<file path="config.mk">
export PLATFORM = sky130hd
export DESIGN_NAME = alu_shift_sequencer
export DESIGN_NICKNAME = d
export VERILOG_FILES = /design/src/rtl/alu_shift_sequencer.sv
export SDC_FILE = /design/constraint.sdc
export NUM_CORES = 1
export LEC_CHECK = 0
export CAP_MARGIN = 20
export CORE_MARGIN = 4
export CORE_UTILIZATION = 38
export DETAILED_ROUTE_END_ITERATION = 10
export PLACE_DENSITY = 0.77
export SKIP_LAST_GASP = 1
export SLEW_MARGIN = 20
export SYNTH_ARGS = -nofsm -noshare
export SYNTH_HDL_FRONTEND = slang
export SYNTH_SLANG_ARGS = --single-unit
export TNS_END_PERCENT = 50
</file>
<file path="constraint.sdc">
create_clock -name Clk -period 1.7 [get_ports Clk]
set_input_delay 0.17 -clock Clk [delete_from_list [all_inputs] [get_ports Clk]]
set_output_delay 0.17 -clock Clk [all_outputs]
set_load 0.01 [all_outputs]
</file>
<file path="src/rtl/alu_shift_sequencer.sv">
// Multi-cycle operand/opcode sequencer for the 32-bit ALU: single-pass ops and N-bit shifts/rotates.
// Optional Abort input is enabled by defining ALU_SEQ_ABORT_EN.
module alu_shift_sequencer #(
   parameter int WIDTH = 32,
   parameter int AMT_W = 5
) (
   input  logic             Clk,
   input  logic             Reset_n,
`ifdef ALU_SEQ_ABORT_EN
   input  logic             Abort,
`endif
   input  logic             Start,
   input  logic [3:0]       Op,
   input  logic [WIDTH-1:0] A,
   input  logic [WIDTH-1:0] B,
   input  logic [AMT_W-1:0] Amt,
   output logic             Busy,
   output logic             Done,
   output logic [WIDTH-1:0] Result,
   output logic             Zero,
   output logic             Err,
   output logic [WIDTH-1:0] Alu_A,
   output logic [WIDTH-1:0] Alu_B,
   output logic [3:0]       Alu_Op,
   input  logic [WIDTH-1:0] Alu_Out,
   input  logic             Alu_Zero
);

   typedef enum logic {IDLE, EXEC} state_t;

   state_t             r_state;
   state_t             w_next_state;
   logic [WIDTH-1:0]   r_acc;
   logic [WIDTH-1:0]   r_breg;
   logic [3:0]         r_opreg;
   logic [AMT_W-1:0]   r_cnt;
   logic [WIDTH-1:0]   r_result;
   logic               r_busy;
   logic               r_done;
   logic               r_zero;
   logic               r_err;

   logic               w_single;
   logic               w_iter;
   logic               w_abort;
   logic               w_load;
   logic               w_finish;
   logic               w_zero_pass;
   logic               w_invalid;

`ifdef ALU_SEQ_ABORT_EN
   assign w_abort = Abort;
`else
   assign w_abort = 1'b0;
`endif

   always_comb begin
      w_single = 1'b0;
      w_iter   = 1'b0;
      case (Op)
         4'b0000, 4'b0001, 4'b0010, 4'b0011, 4'b0100: w_single = 1'b1;
         4'b1000, 4'b1001, 4'b1010, 4'b1100, 4'b1101: w_iter   = 1'b1;
         default: ;
      endcase
   end

   always_ff @(posedge Clk or negedge Reset_n) begin
      if (!Reset_n) r_state <= IDLE;
      else          r_state <= w_next_state;
   end

   always_comb begin
      w_next_state = r_state;
      w_load       = 1'b0;
      w_finish     = 1'b0;
      w_zero_pass  = 1'b0;
      w_invalid    = 1'b0;
      case (r_state)
         IDLE: begin
            if (Start) begin
               if (w_single || (w_iter && (Amt != '0))) begin
                  w_next_state = EXEC;
                  w_load       = 1'b1;
               end else if (w_iter) begin
                  w_zero_pass  = 1'b1;
               end else begin
                  w_invalid    = 1'b1;
               end
            end
         end
         EXEC: begin
            // Abort wins over a completion landing on the same edge.
            if (w_abort) begin
               w_next_state = IDLE;
            end else if (r_cnt == AMT_W'(1)) begin
               w_next_state = IDLE;
               w_finish     = 1'b1;
            end
         end
         default: w_next_state = IDLE;
      endcase
   end

   always_ff @(posedge Clk or negedge Reset_n) begin
      if (!Reset_n) begin
         r_acc    <= '0;
         r_breg   <= '0;
         r_opreg  <= '0;
         r_cnt    <= '0;
         r_result <= '0;
         r_busy   <= 1'b0;
         r_done   <= 1'b0;
         r_zero   <= 1'b0;
         r_err    <= 1'b0;
      end else begin
         r_busy <= (w_next_state == EXEC);
         r_done <= w_finish | w_zero_pass | w_invalid;

         if (w_load) begin
            r_acc   <= A;
            r_breg  <= B;
            r_opreg <= Op;
            r_cnt   <= w_single ? AMT_W'(1) : Amt;
         end else if (r_state == EXEC) begin
            r_acc <= Alu_Out;
            r_cnt <= r_cnt - AMT_W'(1);
         end

         if (w_finish) begin
            r_result <= Alu_Out;
            r_zero   <= Alu_Zero;
            r_err    <= 1'b0;
         end else if (w_zero_pass) begin
            r_result <= A;
            r_zero   <= (A == '0);
            r_err    <= 1'b0;
         end else if (w_invalid) begin
            r_result <= '0;
            r_zero   <= 1'b1;
            r_err    <= 1'b1;
         end
      end
   end

   assign Busy   = r_busy;
   assign Done   = r_done;
   assign Result = r_result;
   assign Zero   = r_zero;
   assign Err    = r_err;
   assign Alu_A  = r_acc;
   assign Alu_B  = r_breg;
   assign Alu_Op = r_opreg;

endmodule

</file>
==> metrics.md <==
| Metric | Value |
|---|---|
| Outcome | complete, but fails checks |
| Failing checks | negative setup slack |
| GPL Wtd Cong | 0.842 |
| R2R cell count | 7 |
| Hold Path Sink | r_cnt[2]$_DFFE_PN0P_ |
| CTS root buf | clkbuf_16 |
| Vias in the first global route | 5050 |
| Min cycle time layout | 1.70 ns |
| Maxcap violations | 0 |
| CP max FO | 7 |
| Port Buffers | around 210 |
| Critical path, cell by cell | buf_6 > or4_4 > o211ai_4 > buf_6 > a21oi_4 > buf_12 > buf_12 > buf_12 > mux2_4 |
| Crit path max-delay cell type | or4_4 |
| Worst-margin pin slew | 0.651 ns |
| First-pass GRT wire length | roughly 26000 um |
| WL/cell | 19.4 um |
| Most frequent cell after synthesis | dfrtp_1 |
| Total leakage power | between 3 and 4 nW |
| Drc violations | 0 |
| TritonCTS clock tree | done |
| Number of routed nets with antenna violations | 0 |
| Total GRT Usage | 23.4% |
| Max IR drop VDD | 802 uV |
| Arr. time, crit path | 1.94 ns |
| CTS sink cnt | 109 |
| WHS Path Cells | 4 |
| Hold Violations, Final | 0 |
| Routed via count | between 4000 and 5000 |
| Setup ws final | -0.00309 ns |
| CP top delay family | buffers and inverters |
| FF+latch count, synth | ~110 |
| Initial DRC Count | 559 |
| EDFF count, synth | 0 |
| Effective utilization at floorplan | 39.4% |
| Net switching power | 0.00394 W |
| YS warnings | 0 |
| Register share of total power | between 30% and 40% |
| Share of synthesized registers carrying an async set or reset | 100% |
| Combinational power share | 47.5% |
| Post-synthesis net count | 547 |
| Die area | 0.0145 mm^2 |
| Int Power | 0.00805 W |
| Relative slew slack | a little under three fifths |
| Seq/Total Area, Yosys | 56.7% |
| Setup tns final | -0.00449 ns |
| Dominant cell type by area after synthesis | dfrtp_1 |
| Cells after synthesis | ~440 |
| CTS Buf Count | 9 |
| Placed Instances | 834 |
| Final Max Tran Viols | 0 |
| Register clock-pin slew on the reported worst setup and hold paths | 0.07 ns |
| Core area | 0.0122 mm^2 |
| # IOs | ~210 |
| Yosys cell types | 40 |
| Crit-path max cell delay | 0.54 ns |
| Initial antenna violation count | 0 |
| Ratio of cells with drive above 1 in the final layout | around 20% |
| RR Endpoint | Zero$_DFFE_PN0P_ |
| WP data required | 1.93 ns |
| CTS H-tree lvls | 3 |
| Pwr Density | between 1000 and 1500 mW/mm^2 |
| RSZ-0062 raised after global routing | true |
| Layout Utilization | 66.1% |
| Row count | 40 |
| Area delta synth->final | 67.7% |
| Syn Area/Cell | 11.0 um^2 |
| Critical Path End Type | register |
| Die W | 121 um |
| Sw Ratio | 32.8% |
| Worst hold path class | input port to register |
| Maximum clock path buffer count | 2 |
| Most common cell on crit path | buf_12 |
| CP startpoint kind | input port |
| WP buf/inv | 5 |
| Pre-antenna DRT Iters | 5 |
| Final Cycle Share | 100% |
| Final nets | 813 |
| Top-area cell type share of the netlist area | a little under three fifths |
| Launch point of the worst reg-to-reg path | r_cnt[1]$_DFFE_PN0P_ |
| Clock Latency Late Sink | 0.35 ns |
| Largest net degree at the start of global routing | 65 |
| Setup Skew | 0.00716 ns |
| FF-to-FF setup slack | 0.04 ns |
| Vias per cell | 5.31 |
| # setup viols final | 2 |
| Worst hold start | Amt[2] |
| Post-Syn Area | 0.00481 mm^2 |
| Ys flop type | dfrtp_1 |
| Final wirelength | roughly 17000 um |
| Gr ovfl total | 0 |
| Non-filler cells, final | 875 |
| Top cells by count, synth | dfrtp_1 (109), nand2_1 (104), inv_1 (36) |
| Die Y | about 120 um |
| Critical path class | input port to register |
| Pre-CTS setup slack | -0.663 ns |
| Leading post-synthesis cells by cell area | dfrtp_1 (57%), nand2_1 (8.1%), a222oi_1 (6.7%) |
| Power share of the clock group | 15.8% |
| DPL Wire Length | 11600 um |
| N_diodes | 0 |
| Max Freq | 0.587 GHz |
## flip-flops by register name (all words and copies together) (netlist names)
register / flops
r_cnt: 5
Result: 32
Busy: 1
Alu_B: 32
Err: 1
Alu_Op: 4
Zero: 1
Done: 1
Alu_A: 32
## layer usage
layer	vias to the layer above	wire (um)	global-route usage, %	share of wire (%)
met3	13	1690	7.81	10
li1	2111	-	-	-
met1	2278	6450	27.3	38
met5	-	0	0	0
met2	241	8580	40.9	51
met4	0	214	6.73	1.3
## cell families (layout without fill, tap and decap cells)
family	Yosys count	after routing	synth area share, %
adder cells (fa/ha/maj)	2	2	0.520
AO/OA/AOI/OAI	92	92	16.4
buffers and inverters	67	338	6.58
flip-flops	109	109	56.7
AND/OR/NAND/NOR	130	130	11.4
multiplexers	36	36	8.40
## tightest hold or removal path: stages
cell and delay (ns):
buf_6 0.09, buf_4 0.13, nand2_1 0.05, a21oi_1 0.05
## through the flow
step	instance area, um^2	hold slack, ns	total power [W]
6_report	8070	0.185	0.0120
5_1_grt	8070	0.195	0.0127
4_1_cts	8140	0.161	0.0122
3_5_place_dp	7430	0.146	0.00973
3_3_place_gp	7430	0.136	0.00952
2_1_floorplan	4810	-0.126	0.00652
## worst max-delay path by stage
| stage | cells after the start | startpoint | slack, ns | end |
|---|---|---|---|---|
| 6_report | 9 | Amt[2] | -0.003 | Alu_B[18]$_DFFE_PN0P_ |
| 5_1_grt | 6 | r_cnt[2]$_DFFE_PN0P_ | -0.08 | Result[7]$_DFFE_PN0P_ |
| 4_1_cts | 9 | Amt[3] | -0.05 | Result[7]$_DFFE_PN0P_ |
| 3_5_place_dp | 6 | Amt[1] | -0.66 | r_cnt[3]$_DFFE_PN0P_ |
| 3_3_place_gp | 6 | Amt[1] | -0.55 | r_cnt[3]$_DFFE_PN0P_ |
| 2_1_floorplan | 6 | Amt[1] | -0.04 | Result[10]$_DFFE_PN0P_ |
## cells in the final DEF (no fill, tap or decap), types with 2 or more instances in the layout
| cell type | synthesis | layout |
|---|---|---|
| mux2_2 | 21 | 21 |
| a221o_1 | 2 | 2 |
| nor4_1 | 8 | 8 |
| inv_2 | 0 | 2 |
| dfrtp_1 | 109 | 108 |
| a21oi_1 | 4 | 4 |
| clkbuf_16 | 0 | 10 |
| o211ai_1 | 34 | 34 |
| mux2_4 | 0 | 7 |
| dlygate4sd2_1 | 0 | 4 |
| buf_16 | 0 | 3 |
| buf_4 | 2 | 54 |
| clkdlybuf4s50_1 | 0 | 203 |
| inv_1 | 36 | 34 |
| o21ai_0 | 8 | 7 |
| buf_6 | 6 | 9 |
| clkbuf_1 | 13 | 2 |
| nor2_1 | 3 | 3 |
| nand2_1 | 104 | 104 |
| mux2_1 | 14 | 7 |
| nand3_1 | 2 | 2 |
| clkinv_2 | 0 | 4 |
| nand4_1 | 2 | 2 |
| a222oi_1 | 32 | 32 |
| nor3b_1 | 2 | 2 |
| buf_12 | 0 | 8 |
## repair_timing
action                                  in CTS  in global routing
endpoints found under the hold margin       28                  0
hold buffers                                 1                  0
gates cloned                                 7                  0
gates resized for setup                     52                 11
pin swaps                                    9                 14
endpoints found under the setup margin     106                 94
setup buffers                               18                  5
## power by group through the flow
stage | Combinational, W | Clock [W] | Sequential, W
after floorplan | 0.00168 | 0 | 0.00485
after global placement | 0.00517 | 0 | 0.00435
after detailed placement | 0.00532 | 0 | 0.00441
after CTS | 0.00584 | 0.00196 | 0.00439
after global routing | 0.00613 | 0.00208 | 0.00452
final | 0.00570 | 0.00190 | 0.00439
## final cells by class
type                       count  area (um^2)
clock buffer                  11          233
clock inverter                 5         27.5
fill                         971         4140
inverter                      36          135
multi-input combinational    260         1850
sequential                   109         2730
tap                          168          210
timing repair buffer         286         2880
(Power assumes the default switching activity.)
